**src/rtl/traffic_light_controller.sv**
```systemverilog
// traffic_light_controller
// Two-road (NS/EW) signal sequencer. Runs a timed green/yellow/all-red cycle
// with a pedestrian early-yield on NS green, and hands the lamps over to an
// external flasher while flash mode is requested. All lamps except the two
// flash lamps come straight from registers; in flash mode flash_in is gated
// onto NS yellow and EW red.

module traffic_light_controller #(
   parameter int GREEN_CYCLES  = 20,
   parameter int MIN_GREEN     = 8,
   parameter int YELLOW_CYCLES = 6,
   parameter int ALLRED_CYCLES = 4,
   parameter int CNT_W         = 16
) (
   input  logic clock,
   input  logic reset,
   input  logic flash_req,
   input  logic ped_request,
   input  logic flash_in,
   output logic flasher_enable,
   output logic flasher_idle,
   output logic ns_red,
   output logic ns_yellow,
   output logic ns_green,
   output logic ew_red,
   output logic ew_yellow,
   output logic ew_green,
   output logic ped_pending
);

   // ------------------------------------------------------------------
   // Elaboration-time parameter sanity checks
   // ------------------------------------------------------------------
   if (GREEN_CYCLES < 2) begin : g_chk_green
      $error("GREEN_CYCLES must be at least 2");
   end
   if ((MIN_GREEN < 1) || (MIN_GREEN > GREEN_CYCLES)) begin : g_chk_min_green
      $error("MIN_GREEN must lie in 1..GREEN_CYCLES");
   end
   if (YELLOW_CYCLES < 1) begin : g_chk_yellow
      $error("YELLOW_CYCLES must be at least 1");
   end
   if (ALLRED_CYCLES < 1) begin : g_chk_allred
      $error("ALLRED_CYCLES must be at least 1");
   end
   if (((GREEN_CYCLES >> CNT_W) != 0) || ((YELLOW_CYCLES >> CNT_W) != 0) ||
       ((ALLRED_CYCLES >> CNT_W) != 0)) begin : g_chk_width
      $error("phase durations must fit in CNT_W bits");
   end

   // ------------------------------------------------------------------
   // Types and constants
   // ------------------------------------------------------------------
   typedef enum logic [2:0] {
      ST_AR1   = 3'd0,
      ST_NSG   = 3'd1,
      ST_NSY   = 3'd2,
      ST_AR2   = 3'd3,
      ST_EWG   = 3'd4,
      ST_EWY   = 3'd5,
      ST_FLASH = 3'd6
   } state_t;

   // Timer reload values: a phase of N clocks counts N-1 down to 0.
   localparam logic [CNT_W-1:0] GREEN_LOAD  = CNT_W'(GREEN_CYCLES - 1);
   localparam logic [CNT_W-1:0] YELLOW_LOAD = CNT_W'(YELLOW_CYCLES - 1);
   localparam logic [CNT_W-1:0] ALLRED_LOAD = CNT_W'(ALLRED_CYCLES - 1);
   localparam logic [CNT_W-1:0] TIMER_ONE   = CNT_W'(1);
   localparam logic [CNT_W-1:0] TIMER_ZERO  = '0;

   // elapsed = GREEN_LOAD - timer, and elapsed >= MIN_GREEN-1 is the same
   // as timer <= GREEN_CYCLES-MIN_GREEN; comparing the timer directly
   // avoids a subtractor.
   localparam logic [CNT_W-1:0] YIELD_LIMIT = CNT_W'(GREEN_CYCLES - MIN_GREEN);

   // Lamp vector bit order: {ns_red, ns_yellow, ns_green, ew_red, ew_yellow, ew_green}
   localparam int        LAMP_N     = 6;
   localparam logic [5:0] LAMPS_ALLRED = 6'b100_100;
   localparam logic [5:0] LAMPS_NSG    = 6'b001_100;
   localparam logic [5:0] LAMPS_NSY    = 6'b010_100;
   localparam logic [5:0] LAMPS_EWG    = 6'b100_001;
   localparam logic [5:0] LAMPS_EWY    = 6'b100_010;
   // Lamps that follow flash_in while flashing: NS yellow and EW red.
   localparam logic [5:0] FLASH_MASK   = 6'b010_100;

   // Lamp pattern for each steady state; FLASH lamps come from flash_in.
   function automatic logic [5:0] lamp_decode(input state_t s);
      logic [5:0] l;
      l = LAMPS_ALLRED;
      case (s)
         ST_AR1, ST_AR2: l = LAMPS_ALLRED;
         ST_NSG:         l = LAMPS_NSG;
         ST_NSY:         l = LAMPS_NSY;
         ST_EWG:         l = LAMPS_EWG;
         ST_EWY:         l = LAMPS_EWY;
         ST_FLASH:       l = '0;
         default:        l = LAMPS_ALLRED;
      endcase
      return l;
   endfunction

   // ------------------------------------------------------------------
   // State
   // ------------------------------------------------------------------
   state_t             state_reg,   state_next;
   logic [CNT_W-1:0]   timer_reg,   timer_next;
   logic               pending_reg, pending_next;
   logic [LAMP_N-1:0]  lamp_reg,    lamp_next;
   logic               flash_mode_reg;
   logic               flash_mode_next;

   logic               phase_done;
   logic               ped_yield;
   logic [LAMP_N-1:0]  lamp_out;
   logic [CNT_W-1:0]   timer_limit;

   assign phase_done = (timer_reg == TIMER_ZERO);
   assign ped_yield  = pending_reg && (timer_reg <= YIELD_LIMIT);

   // Next-state, timer reload and pedestrian latch logic.
   always_comb begin
      state_next   = state_reg;
      timer_next   = timer_reg;
      pending_next = pending_reg;

      case (state_reg)
         ST_AR1: begin
            if (phase_done) begin
               if (flash_req) begin
                  state_next = ST_FLASH;
                  timer_next = TIMER_ZERO;
               end else begin
                  state_next = ST_NSG;
                  timer_next = GREEN_LOAD;
               end
            end else begin
               timer_next = timer_reg - TIMER_ONE;
            end
         end
         ST_NSG: begin
            // A latched pedestrian request may end NS green early, but
            // never before MIN_GREEN clocks have been shown.
            if (phase_done || ped_yield) begin
               state_next = ST_NSY;
               timer_next = YELLOW_LOAD;
            end else begin
               timer_next = timer_reg - TIMER_ONE;
            end
         end
         ST_NSY: begin
            if (phase_done) begin
               state_next = ST_AR2;
               timer_next = ALLRED_LOAD;
            end else begin
               timer_next = timer_reg - TIMER_ONE;
            end
         end
         ST_AR2: begin
            if (phase_done) begin
               if (flash_req) begin
                  state_next = ST_FLASH;
                  timer_next = TIMER_ZERO;
               end else begin
                  state_next = ST_EWG;
                  timer_next = GREEN_LOAD;
               end
            end else begin
               timer_next = timer_reg - TIMER_ONE;
            end
         end
         ST_EWG: begin
            if (phase_done) begin
               state_next = ST_EWY;
               timer_next = YELLOW_LOAD;
            end else begin
               timer_next = timer_reg - TIMER_ONE;
            end
         end
         ST_EWY: begin
            if (phase_done) begin
               state_next = ST_AR1;
               timer_next = ALLRED_LOAD;
            end else begin
               timer_next = timer_reg - TIMER_ONE;
            end
         end
         ST_FLASH: begin
            // Leaving flash always passes through a full all-red clearance.
            if (!flash_req) begin
               state_next = ST_AR1;
               timer_next = ALLRED_LOAD;
            end else begin
               timer_next = TIMER_ZERO;
            end
         end
         default: begin
            state_next = ST_AR1;
            timer_next = ALLRED_LOAD;
         end
      endcase

      // The EW green phase serves the crossing, so the request is retired
      // on entry; a request on that very clock is kept for the next cycle.
      if ((state_reg == ST_AR2) && (state_next == ST_EWG)) begin
         pending_next = 1'b0;
      end
      if (ped_request) begin
         pending_next = 1'b1;
      end
   end

   assign lamp_next       = lamp_decode(state_next);
   assign flash_mode_next = (state_next == ST_FLASH);

   // Single FSM register bank: state, timer, latch and registered outputs.
   always_ff @(posedge clock) begin
      if (reset) begin
         state_reg      <= ST_AR1;
         timer_reg      <= ALLRED_LOAD;
         pending_reg    <= 1'b0;
         lamp_reg       <= LAMPS_ALLRED;
         flash_mode_reg <= 1'b0;
      end else begin
         state_reg      <= state_next;
         timer_reg      <= timer_next;
         pending_reg    <= pending_next;
         lamp_reg       <= lamp_next;
         flash_mode_reg <= flash_mode_next;
      end
   end

   // ------------------------------------------------------------------
   // Lamp drive: registered pattern, or flash_in on the flash lamps
   // ------------------------------------------------------------------
   for (genvar gi = 0; gi < LAMP_N; gi++) begin : g_lamp
      assign lamp_out[gi] = flash_mode_reg ? (FLASH_MASK[gi] & flash_in)
                                           : lamp_reg[gi];
   end

   assign ns_red         = lamp_out[5];
   assign ns_yellow      = lamp_out[4];
   assign ns_green       = lamp_out[3];
   assign ew_red         = lamp_out[2];
   assign ew_yellow      = lamp_out[1];
   assign ew_green       = lamp_out[0];
   assign ped_pending    = pending_reg;
   assign flasher_enable = flash_mode_reg;
   assign flasher_idle   = 1'b0;

   // ------------------------------------------------------------------
   // Simulation checks: the timer never exceeds the current phase reload
   // value (an underflow would wrap to all ones), and the two roads are
   // never released together.
   // ------------------------------------------------------------------
   // Largest legal timer value for the current state.
   always_comb begin
      timer_limit = TIMER_ZERO;
      case (state_reg)
         ST_AR1, ST_AR2: timer_limit = ALLRED_LOAD;
         ST_NSG, ST_EWG: timer_limit = GREEN_LOAD;
         ST_NSY, ST_EWY: timer_limit = YELLOW_LOAD;
         default:        timer_limit = TIMER_ZERO;
      endcase
   end

   a_timer_no_underflow : assert property (
      @(posedge clock) disable iff (reset) (timer_reg <= timer_limit));

   a_roads_exclusive : assert property (
      @(posedge clock) disable iff (reset)
      !((lamp_reg[4] || lamp_reg[3]) && (lamp_reg[1] || lamp_reg[0])));

endmodule

```
**config.mk**
```make
export PLATFORM = sky130hd
export DESIGN_NAME = traffic_light_controller
export DESIGN_NICKNAME = d
export VERILOG_FILES = /design/src/rtl/traffic_light_controller.sv
export SDC_FILE = /design/constraint.sdc
export NUM_CORES = 1
export LEC_CHECK = 0
export BUFFER_PORTS_ARGS = -buffer_cell sky130_fd_sc_hd__buf_2
export CORE_MARGIN = 5
export CORE_UTILIZATION = 45
export CTS_BUF_LIST = sky130_fd_sc_hd__clkbuf_4 sky130_fd_sc_hd__clkbuf_8
export DETAILED_ROUTE_END_ITERATION = 10
export PLACE_DENSITY = 0.68
export SLEW_MARGIN = 10
export SYNTH_ARGS = -nofsm -noshare
export SYNTH_HDL_FRONTEND = slang
export SYNTH_SLANG_ARGS = --single-unit
```
**constraint.sdc**
```tcl
create_clock -name clock -period 2.35 [get_ports clock]
set_input_delay 0.235 -clock clock [delete_from_list [all_inputs] [get_ports clock]]
set_output_delay 0.235 -clock clock [all_outputs]
set_load 0.02 [all_outputs]
```
==> flow_summary.yaml, run 1 <==
cts:
  number_of_buffers_created_by_cts: 3
  cts.sink_count: 27
  ctsHtreeMaxLevel: 1
  ctsRootBufferMaster: "sky130_fd_sc_hd__clkbuf_4"
  clock_tree_from_tritoncts: "done"
  clkSlewWorstSetupHoldPaths_ns: 0.14
  postCtsSetupBuffers: 0
  cts-root-to-sink-buffers: 2
  clk_latency_ns: 0.33
synth:
  synth-seq-cells: 27
  proportion_of_register_bits_with_asynchronous_set_or_reset_after_synthesis_pct: 0
  compound_gate_portion_of_the_synthesized_area_pct: 22.77
  synth_edf_count: 0
  post_synth_and_or_nand_nor_area_fraction_pct: 25.69
  cell_area_synth_sq_mm: 0.001544
  synth_top_area_cell: "sky130_fd_sc_hd__dfxtp_1"
  synth_seq_area_share_pct: 35.01
  distinct_cells_synth: 44
  synth_cells: 191
  post_synth_fa_ha_maj_area_fraction_pct: 1.621
  dominantRegCellSynth: "sky130_fd_sc_hd__dfxtp_1"
  yosysMostFrequentCell: "sky130_fd_sc_hd__dfxtp_1"
  synth_top_cells_by_area: "sky130_fd_sc_hd__dfxtp_1 (35%), sky130_fd_sc_hd__xnor2_1 (6.2%), sky130_fd_sc_hd__nor2_1 (5.8%)"
  synth-xor-area-share_pct: 7.942
  yosys_warnings: 0
  syn_area_per_cell_sq_um: 8.084
  synth_fp_nets: 198
  netlist.area_leader.share_pct: 35.01
  synth_top_family_by_area: "simple AND/OR/NAND/NOR gates"
  synth_commonest_cells: "sky130_fd_sc_hd__dfxtp_1 (27), sky130_fd_sc_hd__nor2_1 (24), sky130_fd_sc_hd__a21oi_1 (13)"
  yosys-mux-area-fraction_pct: 0.9724
die:
  core_region_area_sq_mm: 0.003337
  top_level_ports: 14
  dieHeight_um: 68.58
  placementRows: 21
  dieWidth_um: 68.58
  design.die.area_sq_mm: 0.004703
  initial_core_utilization_pct: 46.27
finish:
  finalNonFillerCells: 245
  n_antenna_cell: 0
  areaGrowthSynthToFinish_pct: 7.861
  layout.nets: 207
  drive_above_1_share_pct: 12.56
  largest_register_ff_count: 16
detailed_routing:
  drt-initial-drc-count: 78
  met3WireLength_um: 228
  ant_nets: 0
  wire_per_inst_um: 14.18
  detailroute.wirelength.met2_um: 1590
  route.layer.met1.wl_um: 1586
  post-route-drc-count: 0
  viasPerCell: 5.820
  wirelength_routed_um: 3474
  num_vias: 1426
  first_pass_iters: 4
  dr.max_layer_used: "met4"
timing:
  slew_headroom_pct: 54.86
  final_min_period_over_clock_period_pct: 91.93
  max_clock_freq_mhz: 462.9
  final-hold-violation-count: 0
  timing.final.max_slew_violations: 0
  min_period_ns: 2.160
  post-route-worst-setup-slack_ns: 0.1897
  totalNegativeSetupSlack_ns: 0
  clock_skew_ns: 0.01024
  report.final.setup_viol: 0
  rsz_0062_raised_after_global_routing: "false"
  tightest_slew_ns: 0.6761
global_route:
  grt_overflow: 0
  wire_length_of_the_first_global_routing_pass_um: 5844
  track_usage_pct: 16.47
  grt_pass1_vias: 1320
  grt_start_max_net_pins: 22
  grt_antenna_before_repair: 0
placed_design:
  placed_cells: 241
  place.gp.congestion: 0.8824
  place_worst_setup_slack_ns: 0.1365
  dp.final_hpwl_um: 2595
  place.port_buffers: 12
setup_path:
  cp.arrival_ns: 2.42
  crit_path_cell_trace: "inv_1 -> ha_1 -> nor4b_2 -> and4_1 -> mux2_4 -> a221o_1 -> a221oi_2"
  critical_path.max_stage_delay_ns: 0.38
  reg2reg_setup_slack_ns: 0.19
  timing_worst_setup_path_type: "flop to flop"
  worst_ep_required_time_ns: 2.61
  critical_path.endpoint_type: "flop"
  timing.critical_path.fanout_max: 5
  worst_path_max_delay_cell: "sky130_fd_sc_hd__dfxtp_1"
  crit_path_start_kind: "flop"
min_path:
  hold_class: "input pin to flop"
run_status:
  run_status: "complete, no violations"
job:
  timing.max_cap.violations: 0
pwr:
  powerDensity_mw_per_mm2: 1061
  vdd.ir_drop.worst_uv: 471.1
  static-leakage-power_nw: 0.6389
area by class of cell:
type	instances	area, sq um
Clock buffer	4	30.03
Fill cell	327	1672
Multi-Input combinational cell	144	920.9
Timing Repair Buffer	15	82.58
Sequential cell	27	540.5
Inverter	9	33.78
Tap cell	46	57.56
cell families (layout without fill, tap and decap cells):
kind of cell | Yosys count | after routing
other cells | 1 | 1
buf+inv | 20 | 28
flops | 27 | 27
xor+xnor | 14 | 14
mux | 1 | 1
fa+ha+maj | 2 | 2
compound gates | 52 | 52
simple gates | 74 | 74
worst max-delay path: cells and delay by family, from the launching register on:
kind | cells | cell delay, ns
buf+inv | 1 | 0.09
flops | 1 | 0.38
fa+ha+maj | 1 | 0.19
compound gates | 2 | 0.59
mux | 1 | 0.31
simple gates | 2 | 0.53
where the power goes:
part / internal (mW) / switching [mW]
sequential: 0.565 / 0.158
clock: 0.0783 / 0.137
combinational: 0.359 / 0.470
cells in the final DEF (no fill, tap or decap), types with 3 or more instances in the layout:
cell type	synthesis	layout
sky130_fd_sc_hd__a21o_1	3	3
sky130_fd_sc_hd__a21oi_1	13	13
sky130_fd_sc_hd__a31oi_1	3	3
sky130_fd_sc_hd__buf_2	2	12
sky130_fd_sc_hd__buf_4	1	3
sky130_fd_sc_hd__clkbuf_4	0	4
sky130_fd_sc_hd__dfxtp_1	27	27
sky130_fd_sc_hd__inv_1	9	9
sky130_fd_sc_hd__nand2_1	12	12
sky130_fd_sc_hd__nand3_1	8	8
sky130_fd_sc_hd__nand4_1	4	4
sky130_fd_sc_hd__nor2_1	24	24
sky130_fd_sc_hd__nor2b_1	6	6
sky130_fd_sc_hd__nor3_1	6	6
sky130_fd_sc_hd__nor4_1	4	4
sky130_fd_sc_hd__o21ai_0	11	11
sky130_fd_sc_hd__o31ai_1	4	4
sky130_fd_sc_hd__xnor2_1	11	11
sky130_fd_sc_hd__xor2_1	3	3
per-layer routing:
| metal | GRT usage [%] | vias to the layer above |
|---|---|---|
| met1 | 21.57 | 663 |
| met4 | 6.700 | 0 |
| met2 | 25.86 | 57 |
| li1 | - | 697 |
| met3 | 3.890 | 9 |
| met5 | 0 | - |
through the flow:
step	power, mW	utilization (%)	area [sq um]	hold WS (ns)
global placement	1.512	48.82	1629	0.4441
floorplan	1.360	-	1544	0.3524
finish	1.767	49.91	1665	0.09091
detailed placement	1.541	48.82	1629	0.4540
CTS	1.760	49.72	1659	0.09177
global route	1.906	49.91	1665	0.09692
what timing repair did:
| action | in CTS | in global routing |
|---|---|---|
| endpoints found under the setup margin | 0 | 1 |
| resized for setup | 0 | 1 |
| hold buffers | 0 | 0 |
path summary, 6_finish.rpt:
check / start / to / cells past startpoint
setup / recovery: timer_reg[0]$_SDFF_PP1_ / lamp_reg[4]$_SDFF_PP0_ / 7
hold / removal: ped_request / ped_pending$_SDFFE_PP0P_ / 3
setup reg to reg: timer_reg[0]$_SDFF_PP1_ / lamp_reg[4]$_SDFF_PP0_ / 7
hold reg to reg: timer_reg[10]$_SDFF_PP0_ / timer_reg[10]$_SDFF_PP0_ / 2
Power figures use the tool's default switching activity.
==> run 2, diff against run 1 <==
--- a/config.mk
+++ b/config.mk
@@ -6,11 +6,12 @@
 export NUM_CORES = 1
 export LEC_CHECK = 0
 export BUFFER_PORTS_ARGS = -buffer_cell sky130_fd_sc_hd__buf_2
-export CORE_MARGIN = 5
+export CORE_MARGIN = 2
 export CORE_UTILIZATION = 45
 export CTS_BUF_LIST = sky130_fd_sc_hd__clkbuf_4 sky130_fd_sc_hd__clkbuf_8
 export DETAILED_ROUTE_END_ITERATION = 10
-export PLACE_DENSITY = 0.68
+export GPL_TIMING_DRIVEN = 0
+export PLACE_DENSITY = 0.71
 export SLEW_MARGIN = 10
 export SYNTH_ARGS = -nofsm -noshare
 export SYNTH_HDL_FRONTEND = slang
==> constraint.sdc (replaced) <==
create_clock -name clock -period 1.8 [get_ports clock]
set_input_delay 0.18 -clock clock [delete_from_list [all_inputs] [get_ports clock]]
set_output_delay 0.18 -clock clock [all_outputs]
set_load 0.02 [all_outputs]
==> flow_summary.yaml, run 2 (synthesis results as in run 1) <==
die:
  dieHeight_um: 62.58
  top_level_ports: 14
  core_region_area_sq_mm: 0.003311
  placementRows: 21
  dieWidth_um: 62.58
  design.die.area_sq_mm: 0.003916
  initial_core_utilization_pct: 46.64
finish:
  areaGrowthSynthToFinish_pct: 43.35
  largest_register_ff_count: 16
  drive_above_1_share_pct: 42.54
  n_antenna_cell: 0
  most_common_library_cell_in_the_layout_ignoring_fill_and_taps: "sky130_fd_sc_hd__dfxtp_1"
  layout.nets: 236
  most-common-layout-cells: "sky130_fd_sc_hd__dfxtp_1 (23), sky130_fd_sc_hd__buf_6 (14), sky130_fd_sc_hd__nand2_1 (12), sky130_fd_sc_hd__buf_2 (12)"
pwr:
  combPwrFrac_pct: 59.8
  power.share.clock_pct: 9.7
  totalPowerFinal_mw: 3.034
  total_switching_power_mw: 1.353
  cellInternalPower_mw: 1.681
  sw_frac_of_total_pct: 44.59
  powerDensity_mw_per_mm2: 1371
  p_seq_share_pct: 30.4
  static-leakage-power_nw: 0.8026
  vdd.ir_drop.worst_uv: 641.6
timing:
  slew_headroom_pct: 61.36
  post-route-worst-setup-slack_ns: -0.2448
  final_min_period_over_clock_period_pct: 113.6
  min_period_ns: 2.045
  worst_hold_slack_ns: 0.03140
  rsz_0062_raised_after_global_routing: "true"
  timing.final.max_slew_violations: 0
  clock_skew_ns: 0.01880
  tightest_slew_ns: 0.5796
  final-hold-violation-count: 0
  max_clock_freq_mhz: 489.0
  report.final.setup_viol: 23
cts:
  clk_latency_ns: 0.35
  post_cts_hold_buffer_count: 0
  ctsHtreeMaxLevel: 1
  cts-root-to-sink-buffers: 2
  cts.sink_count: 27
  clock_tree_from_tritoncts: "done"
  clkSlewWorstSetupHoldPaths_ns: 0.16
  ctsRootBufferMaster: "sky130_fd_sc_hd__clkbuf_4"
  number_of_buffers_created_by_cts: 3
detailed_routing:
  num_vias: 1569
  drt-initial-drc-count: 136
  ant_nets: 0
  first_pass_iters: 4
  wire_per_inst_um: 16.47
  wirelength_routed_um: 4514
  post-route-drc-count: 0
  viasPerCell: 5.726
placed_design:
  place.gp.congestion: 0.9459
  dp.final_hpwl_um: 2364
  place_worst_setup_slack_ns: -0.3311
  place.port_buffers: 12
global_route:
  track_usage_pct: 20.37
  grt_overflow: 0
  wire_length_of_the_first_global_routing_pass_um: 6472
  grt_pass1_vias: 1487
  grt_antenna_before_repair: 0
  grt_start_max_net_pins: 15
setup_path:
  cp.arrival_ns: 2.32
  critical_path.endpoint_type: "flop"
  crit_path_cell_trace: "inv_4 -> ha_4 -> nor4b_4 -> and4_4 -> mux2_4 -> a221o_1 -> a221oi_2"
  critical_path.top_delay_family: "compound AO/OA/AOI/OAI gates"
  critical_path.max_stage_delay_ns: 0.38
  timing_worst_setup_path_type: "flop to flop"
  worst_path_max_delay_cell: "sky130_fd_sc_hd__dfxtp_4"
  crit_buf_inv: 1
  worst_ep_required_time_ns: 2.08
  crit_path_start_kind: "flop"
  timing.critical_path.fanout_max: 2
min_path:
  hold_class: "input pin to flop"
job:
  timing.max_cap.violations: 0
run_status:
  run_status: "complete, but fails checks"
  violated_checks: "setup timing"
[run 2: cell count changes in the layout (fill, tap and decap cells not counted), sizes merged]
cell / delta
buf: +23
clkbuf: +6
[run 2: path summary, 6_finish.rpt]
check / startpoint / endpoint / slack [ns] / cells after the start
max: timer_reg[0]$_SDFF_PP1_ / lamp_reg[4]$_SDFF_PP0_ / -0.24 / 7
min: ped_request / ped_pending$_SDFFE_PP0P_ / 0.03 / 3
max reg2reg: timer_reg[0]$_SDFF_PP1_ / lamp_reg[4]$_SDFF_PP0_ / -0.24 / 7
min reg2reg: timer_reg[10]$_SDFF_PP0_ / timer_reg[10]$_SDFF_PP0_ / 0.51 / 2
[run 2: area by class of cell]
class,instances,area [sq um]
Inverter,9,36.28
Sequential cell,27,550.5
Fill cell,276,1097
Tap cell,46,57.56
Buffer,9,55.05
Timing Repair Buffer,35,285.3
Clock buffer,4,30.03
Multi-Input combinational cell,144,1199
[run 2: routing by layer]
metal  share of wire [%]  global-route usage, %  up-vias  wire [um]
met5                   0                      0        -          0
met4                 1.1                  9.167        0         50
met3                 4.2                  5.946        6        191
met2                  51                  33.47       40       2321
met1                  43                  24.58      763       1951
li1                    -                      -      760          -
[run 2: repair_timing]
action,4_1_cts,5_1_grt
gates cloned,1,1
endpoints found under the setup margin,19,27
pin swaps,10,28
gates resized for setup,24,68
setup buffers,13,9
[run 2: power by group through the flow]
stage | clock network [mW] | registers, mW | logic (mW)
after CTS | 0.295 | 0.903 | 1.37
after floorplan | 0 | 0.889 | 0.929
after global routing | 0.320 | 0.944 | 1.94
after detailed placement | 0 | 0.915 | 1.13
after global placement | 0 | 0.915 | 1.11
final | 0.295 | 0.923 | 1.82
[run 2: worst reg2reg max path, cell delays in order (launching register included)]
cell and delay (ns):
sky130_fd_sc_hd__dfxtp_4 0.38, sky130_fd_sc_hd__inv_4 0.06, sky130_fd_sc_hd__ha_4 0.13, sky130_fd_sc_hd__nor4b_4 0.21
sky130_fd_sc_hd__and4_4 0.30, sky130_fd_sc_hd__mux2_4 0.30, sky130_fd_sc_hd__a221o_1 0.34, sky130_fd_sc_hd__a221oi_2 0.26
[run 2: through the flow]
stage | cells | area, sq um | utilization, % | setup TNS (ns)
5_1_grt | 274 | 2213 | 66.86 | -3.177
6_report | 274 | 2213 | 66.86 | -1.747
4_1_cts | 267 | 1899 | 57.37 | -0.8549
3_3_place_gp | 249 | 1692 | 51.10 | -3.929
2_1_floorplan | 191 | 1574 | - | -0.3251
3_5_place_dp | 249 | 1692 | 51.10 | -3.938
